--- src/rtl/rate_tick_ctrl.sv ---
// rtl/rate_tick_ctrl.sv - two-rate period counter with boundary-aligned rate switching
//
// Generates a one-cycle tick and a 50 % duty outclk from a single period
// counter whose period is SLOW_DIV or FAST_DIV clk cycles. A change on sel is
// only applied at a period boundary, so no runt tick or short outclk half.
//
// Ports:
//   clk         system clock
//   rst_n       synchronous active-low reset
//   en          run enable; low holds the counter at 0 and outclk at its value
//   sel         requested rate (0 = slow, 1 = fast)
//   tick        one-cycle strobe following the last cycle of each period
//   outclk      toggles on every tick (period 2 x DIV)
//   active_sel  rate currently in use
//   pending     a rate change is requested but not yet applied
//
// Build option: define RATE_TICK_CTRL_SYNC_EN to pass sel through a 2-flop
// synchronizer; leave it undefined only when sel is already synchronous to clk.

module rate_tick_ctrl #(
   parameter int SLOW_DIV = 50_000_000,
   parameter int FAST_DIV = 5_000_000,
   parameter int CNT_W    = 31
) (
   input  logic clk,
   input  logic rst_n,
   input  logic en,
   input  logic sel,
   output logic tick,
   output logic outclk,
   output logic active_sel,
   output logic pending
);

   typedef enum logic {
      ST_RUN  = 1'b0,
      ST_PEND = 1'b1
   } state_t;

   localparam logic [CNT_W-1:0] SLOW_LAST = CNT_W'(SLOW_DIV - 1);
   localparam logic [CNT_W-1:0] FAST_LAST = CNT_W'(FAST_DIV - 1);

   logic             sel_s;
   logic [CNT_W-1:0] cnt;
   logic [CNT_W-1:0] cnt_last;
   logic             terminal;
   state_t           state;

`ifdef RATE_TICK_CTRL_SYNC_EN
   logic sync_q1;
   logic sync_q2;

   always_ff @(posedge clk) begin
      if (!rst_n) begin
         sync_q1 <= 1'b0;
         sync_q2 <= 1'b0;
      end else begin
         sync_q1 <= sel;
         sync_q2 <= sync_q1;
      end
   end

   assign sel_s = sync_q2;
`else
   assign sel_s = sel;
`endif

   // The compare only ever uses the active period, and active_sel changes
   // only when cnt returns to 0, so cnt can never run past the new limit.
   assign cnt_last = active_sel ? FAST_LAST : SLOW_LAST;
   assign terminal = (cnt == cnt_last);
   assign pending  = (state == ST_PEND);

   always_ff @(posedge clk) begin
      if (!rst_n) begin
         cnt        <= '0;
         tick       <= 1'b0;
         outclk     <= 1'b0;
         active_sel <= 1'b0;
         state      <= ST_RUN;
      end else if (!en) begin
         // Halted: no period in progress, so a new rate can be taken at once.
         cnt        <= '0;
         tick       <= 1'b0;
         active_sel <= sel_s;
         state      <= ST_RUN;
      end else if (terminal) begin
         // Period boundary: any outstanding request (or one arriving on this
         // very cycle) is applied here and the new rate starts from 0.
         cnt        <= '0;
         tick       <= 1'b1;
         outclk     <= ~outclk;
         active_sel <= sel_s;
         state      <= ST_RUN;
      end else begin
         cnt  <= cnt + CNT_W'(1);
         tick <= 1'b0;
         case (state)
            ST_RUN:  if (sel_s != active_sel) state <= ST_PEND;
            ST_PEND: if (sel_s == active_sel) state <= ST_RUN;
            default: state <= ST_RUN;
         endcase
      end
   end

endmodule

--- config.mk ---
export PLATFORM = sky130hd
export DESIGN_NAME = rate_tick_ctrl
export DESIGN_NICKNAME = d
export VERILOG_FILES = /design/src/rtl/rate_tick_ctrl.sv
export SDC_FILE = /design/constraint.sdc
export NUM_CORES = 1
export LEC_CHECK = 0
export CAP_MARGIN = 20
export CORE_MARGIN = 3
export CORE_UTILIZATION = 62
export DETAILED_ROUTE_END_ITERATION = 16
export PLACE_DENSITY = 0.82
export SYNTH_ARGS = -nofsm -noshare
export SYNTH_HDL_FRONTEND = slang
export SYNTH_SLANG_ARGS = --single-unit
--- constraint.sdc ---
create_clock -name clk -period 3.46 [get_ports clk]
set_clock_uncertainty 0.2 [all_clocks]
set_input_delay 0.519 -clock clk [delete_from_list [all_inputs] [get_ports clk]]
set_output_delay 0.519 -clock clk [all_outputs]
set_load 0.02 [all_outputs]
==> impl_summary.md <==
STA
For the pin with the worst max-slew slack, the measured transition is 0.945 ns. Setup repair after global routing left no endpoint under its margin. Setup total negative slack on the finished layout was measured at 0 ns. The worst pin sits at a relative slew slack of 0.365.

Derived from the worst setup path, the maximum achievable clock frequency is 404 MHz. The total count of max-transition violations in the final report is 0. Setup violations remaining at the end of the flow were counted as 0. The portion of the clock cycle consumed by the worst path in the final layout is 0.716. The clock period minus final worst setup slack is 2.48 ns. The final number of hold-violating endpoints came to 0. Once routing completed, OpenROAD measured the worst setup slack at 0.984 ns.

Placement
Counting tap cells, the placed design contains a total of 215 instances. Timing analysis after detailed placement gives a worst setup slack of 1.00 ns. Routability-driven placement finished with a final weighted congestion of 0.861. Detailed placement ended at an HPWL of 2260 um.

During placement, the flow inserted port buffers numbering 7.

Cells and area
In the final layout, flip-flops and latches occupy 701 um^2. The repair_antennas step left the layout with diodes totalling 0. After filler insertion, the fill cell instance count of the layout stands at 180. The count of cells in the finished layout, fillers not included, comes to 223. From synthesis to final layout, the design area changed by 8.89%. The count of nets after finishing is 199. The total area of multi-input combinational cells is 838 um^2.

In the final layout, the share of cells above drive strength 1 is 0.0564.

Power and ir drop
Of the total power, the share spent switching nets is 0.208. Of the total power, combinational logic draws 0.032. VDD sags by at most 0.000383 V. Cell internal power was estimated by the tool at 0.534 mW. In this run the power spent charging and discharging nets is 0.140 mW. In this run the power density over the cells is 386 nW/um^2. The sequential power share is 0.605.

In this run the static leakage power is 0.591 nW. The part of the power in the clock network is 0.363.

Global routing
The global-route total usage across every layer is 0.221. The number of global-route vias before repair is 1304. The first global-routing pass estimated 5580 um of wire. The pin count of the biggest net entering global routing is 23. The total overflow left after global routing is 0.

The number of antenna violations at the first check in global routing is 0.

Synth
Synthesis produced 184 cells. Ranked by instance count, the synthesized netlist is headed by nor2_1 (36), dfxtp_1 (35), xor2_1 (25). By area the synthesized netlist is led by dfxtp_1 (44%), xor2_1 (14%), nor2_1 (8.4%). The average cell area after synthesis is 8.72 um^2. The number of synthesis warnings is 0. Of the post-synthesis cell area, the dominant cell type holds 0.437. The number of distinct standard cells referenced by the synthesized netlist is 27. The number of flops mapped to enable cells by yosys is 0.

Synthesis produced a netlist with a net count of 189. The synthesized netlist occupies a cell area of 1600 um^2. Summed over all instances, the cell type with the most area after synthesis is dfxtp_1. The count of state elements after synthesis is 35.

In the post-synthesis netlist, the cell with the most instances is nor2_1. The share of synthesized area occupied by flip-flops and latches is 0.437. The most used flip-flop cell after synthesis is dfxtp_1.

The async set or reset register ratio after synthesis is 0.

Critical path
The cell depth of the worst setup path is 6. The worst setup path is of the register to register kind. The startpoint kind of the worst setup timing path is a register.

On the critical path, the stage with the largest delay is an instance of dfxtp_1. The worst setup path is captured at a register. The largest stage delay on the critical path is 0.50 ns. STA puts the critical path data required time at 3.48 ns. The combined buffer and inverter count along the critical path is 1. Grouping stages by cell kind, the critical path spends the most delay in simple AND/OR/NAND/NOR gates.

Measured in cells, the most critical reg-to-reg path has a length of 6. At the worst endpoint, the arrival time is 2.49 ns. The maximum fanout encountered on the critical timing path is 22. The signal on the critical path passes through nor4b_1, nand4_1, a2111o_1, nand3_1, buf_4, nor2_1.

Die
The top-level I/O count is 8. The standard-cell row count is 17. The placeable core region is 2340 um^2. The initial utilization of the core area, before any placement, comes to 0.686. The area of the die is 3230 um^2. The die is 56.9 um wide. The chip height is 56.9 um.

CTS
The number of clock sinks is 35. The maximum buffer depth of the clock tree is 2. The CTS clock-pin slew for the worst setup and hold paths is 0.09 ns. The CTS tree is built.

The number of buffers inserted by hold repair at cts is 0. The number of setup buffers added after CTS is 0. In this run the number of H-tree levels came out at 2. The tree is rooted in a clkbuf_4. Clock latency on the worst-skew pair, taken at its later pin, is 0.33 ns.

In this run, post-CTS repair resized a total of 0 instances. In this run, CTS created clock tree buffers numbering 5.

Min path
The path category of the worst min-delay check is register to register. Counting instances, the worst hold path has a depth of 1.

Routing
The count of unresolved DRC violations after routing is 0. The mean routed wirelength per cell is 14.2 um. The routed layout has 1340 vias. Before antenna repair, the detailed router went through 4 iterations. The final layout contains routed wiring with a total length of 3160 um.

The count of nets left with antenna violations after detail routing is 0. The detailed-route vias per instance is 6.01. For this block, the initial DRC count from the detailed router was 66.

Outcome
The flow ran to the end, and the final reports show no timing, DRC or antenna violations.

Run
Max-cap violations in this run came to 0.
layer usage:
metal	wire length, um	share of wire	vias to the layer above	global-route usage
met3	155	0.049	9	0.0483
met4	72	0.023	0	0.132
met1	1420	0.45	645	0.271
li1	-	-	649	-
met2	1520	0.48	37	0.350
met5	0	0	-	0
area by class of cell:
class	instances	area share
clock buffers	8	0.0394
inverters	5	0.0107
multi-input cells	138	0.480
flip-flops and latches	35	0.401
well taps	28	0.0201
repair buffers	9	0.0487
worst paths after layout:
kind | slack [ns] | to | startpoint
setup / recovery | 0.98 | cnt[12] | active_sel
hold / removal | 0.30 | cnt[0] | cnt[0]
setup reg to reg | 0.98 | cnt[12] | active_sel
hold reg to reg | 0.30 | cnt[0] | cnt[0]
power groups by stage:
stage	combinational, mW	sequential [mW]	clock, mW
2_1_floorplan	0.0140	0.417	0
3_3_place_gp	0.0207	0.417	0
3_5_place_dp	0.0215	0.417	0
4_1_cts	0.0216	0.408	0.251
5_1_grt	0.0239	0.409	0.269
6_report	0.0215	0.408	0.245
kinds of logic (layout without fill, tap and decap cells):
logic type | Yosys count | in the layout | share of synthesized area
AND/OR/NAND/NOR | 100 | 100 | 0.316
AO/OA/AOI/OAI | 6 | 6 | 0.0296
XOR/XNOR | 31 | 31 | 0.169
flip-flops | 35 | 35 | 0.437
buffers and inverters | 11 | 22 | 0.0406
adder cells (fa/ha/maj) | 1 | 1 | 0.00780
sequential cells by signal (all words and copies together), names as in the netlist:
signal	count
active_sel	1
pending	1
cnt	31
tick	1
outclk	1
placed cells by master (no fill, tap or decap), drive strengths merged, types with 2 or more instances in the layout:
cell	count
xor2	25
dfxtp	35
a21oi	2
buf	2
inv	5
nor4	2
and3	4
nor4b	3
nor3	8
xnor2	6
nand2	10
nor2	36
clkdlybuf4s50	7
nand3	20
nand4	12
clkbuf	8
through the flow:
step / hold slack, ns / util / cell area, um^2 / power [mW]
after floorplan: 0.241 / - / 1600 / 0.431
after global placement: 0.257 / 0.717 / 1680 / 0.438
after detailed placement: 0.282 / 0.717 / 1680 / 0.439
after CTS: 0.299 / 0.747 / 1750 / 0.680
after global routing: 0.347 / 0.747 / 1750 / 0.702
final: 0.299 / 0.747 / 1750 / 0.674
(Power assumes the default switching activity.)
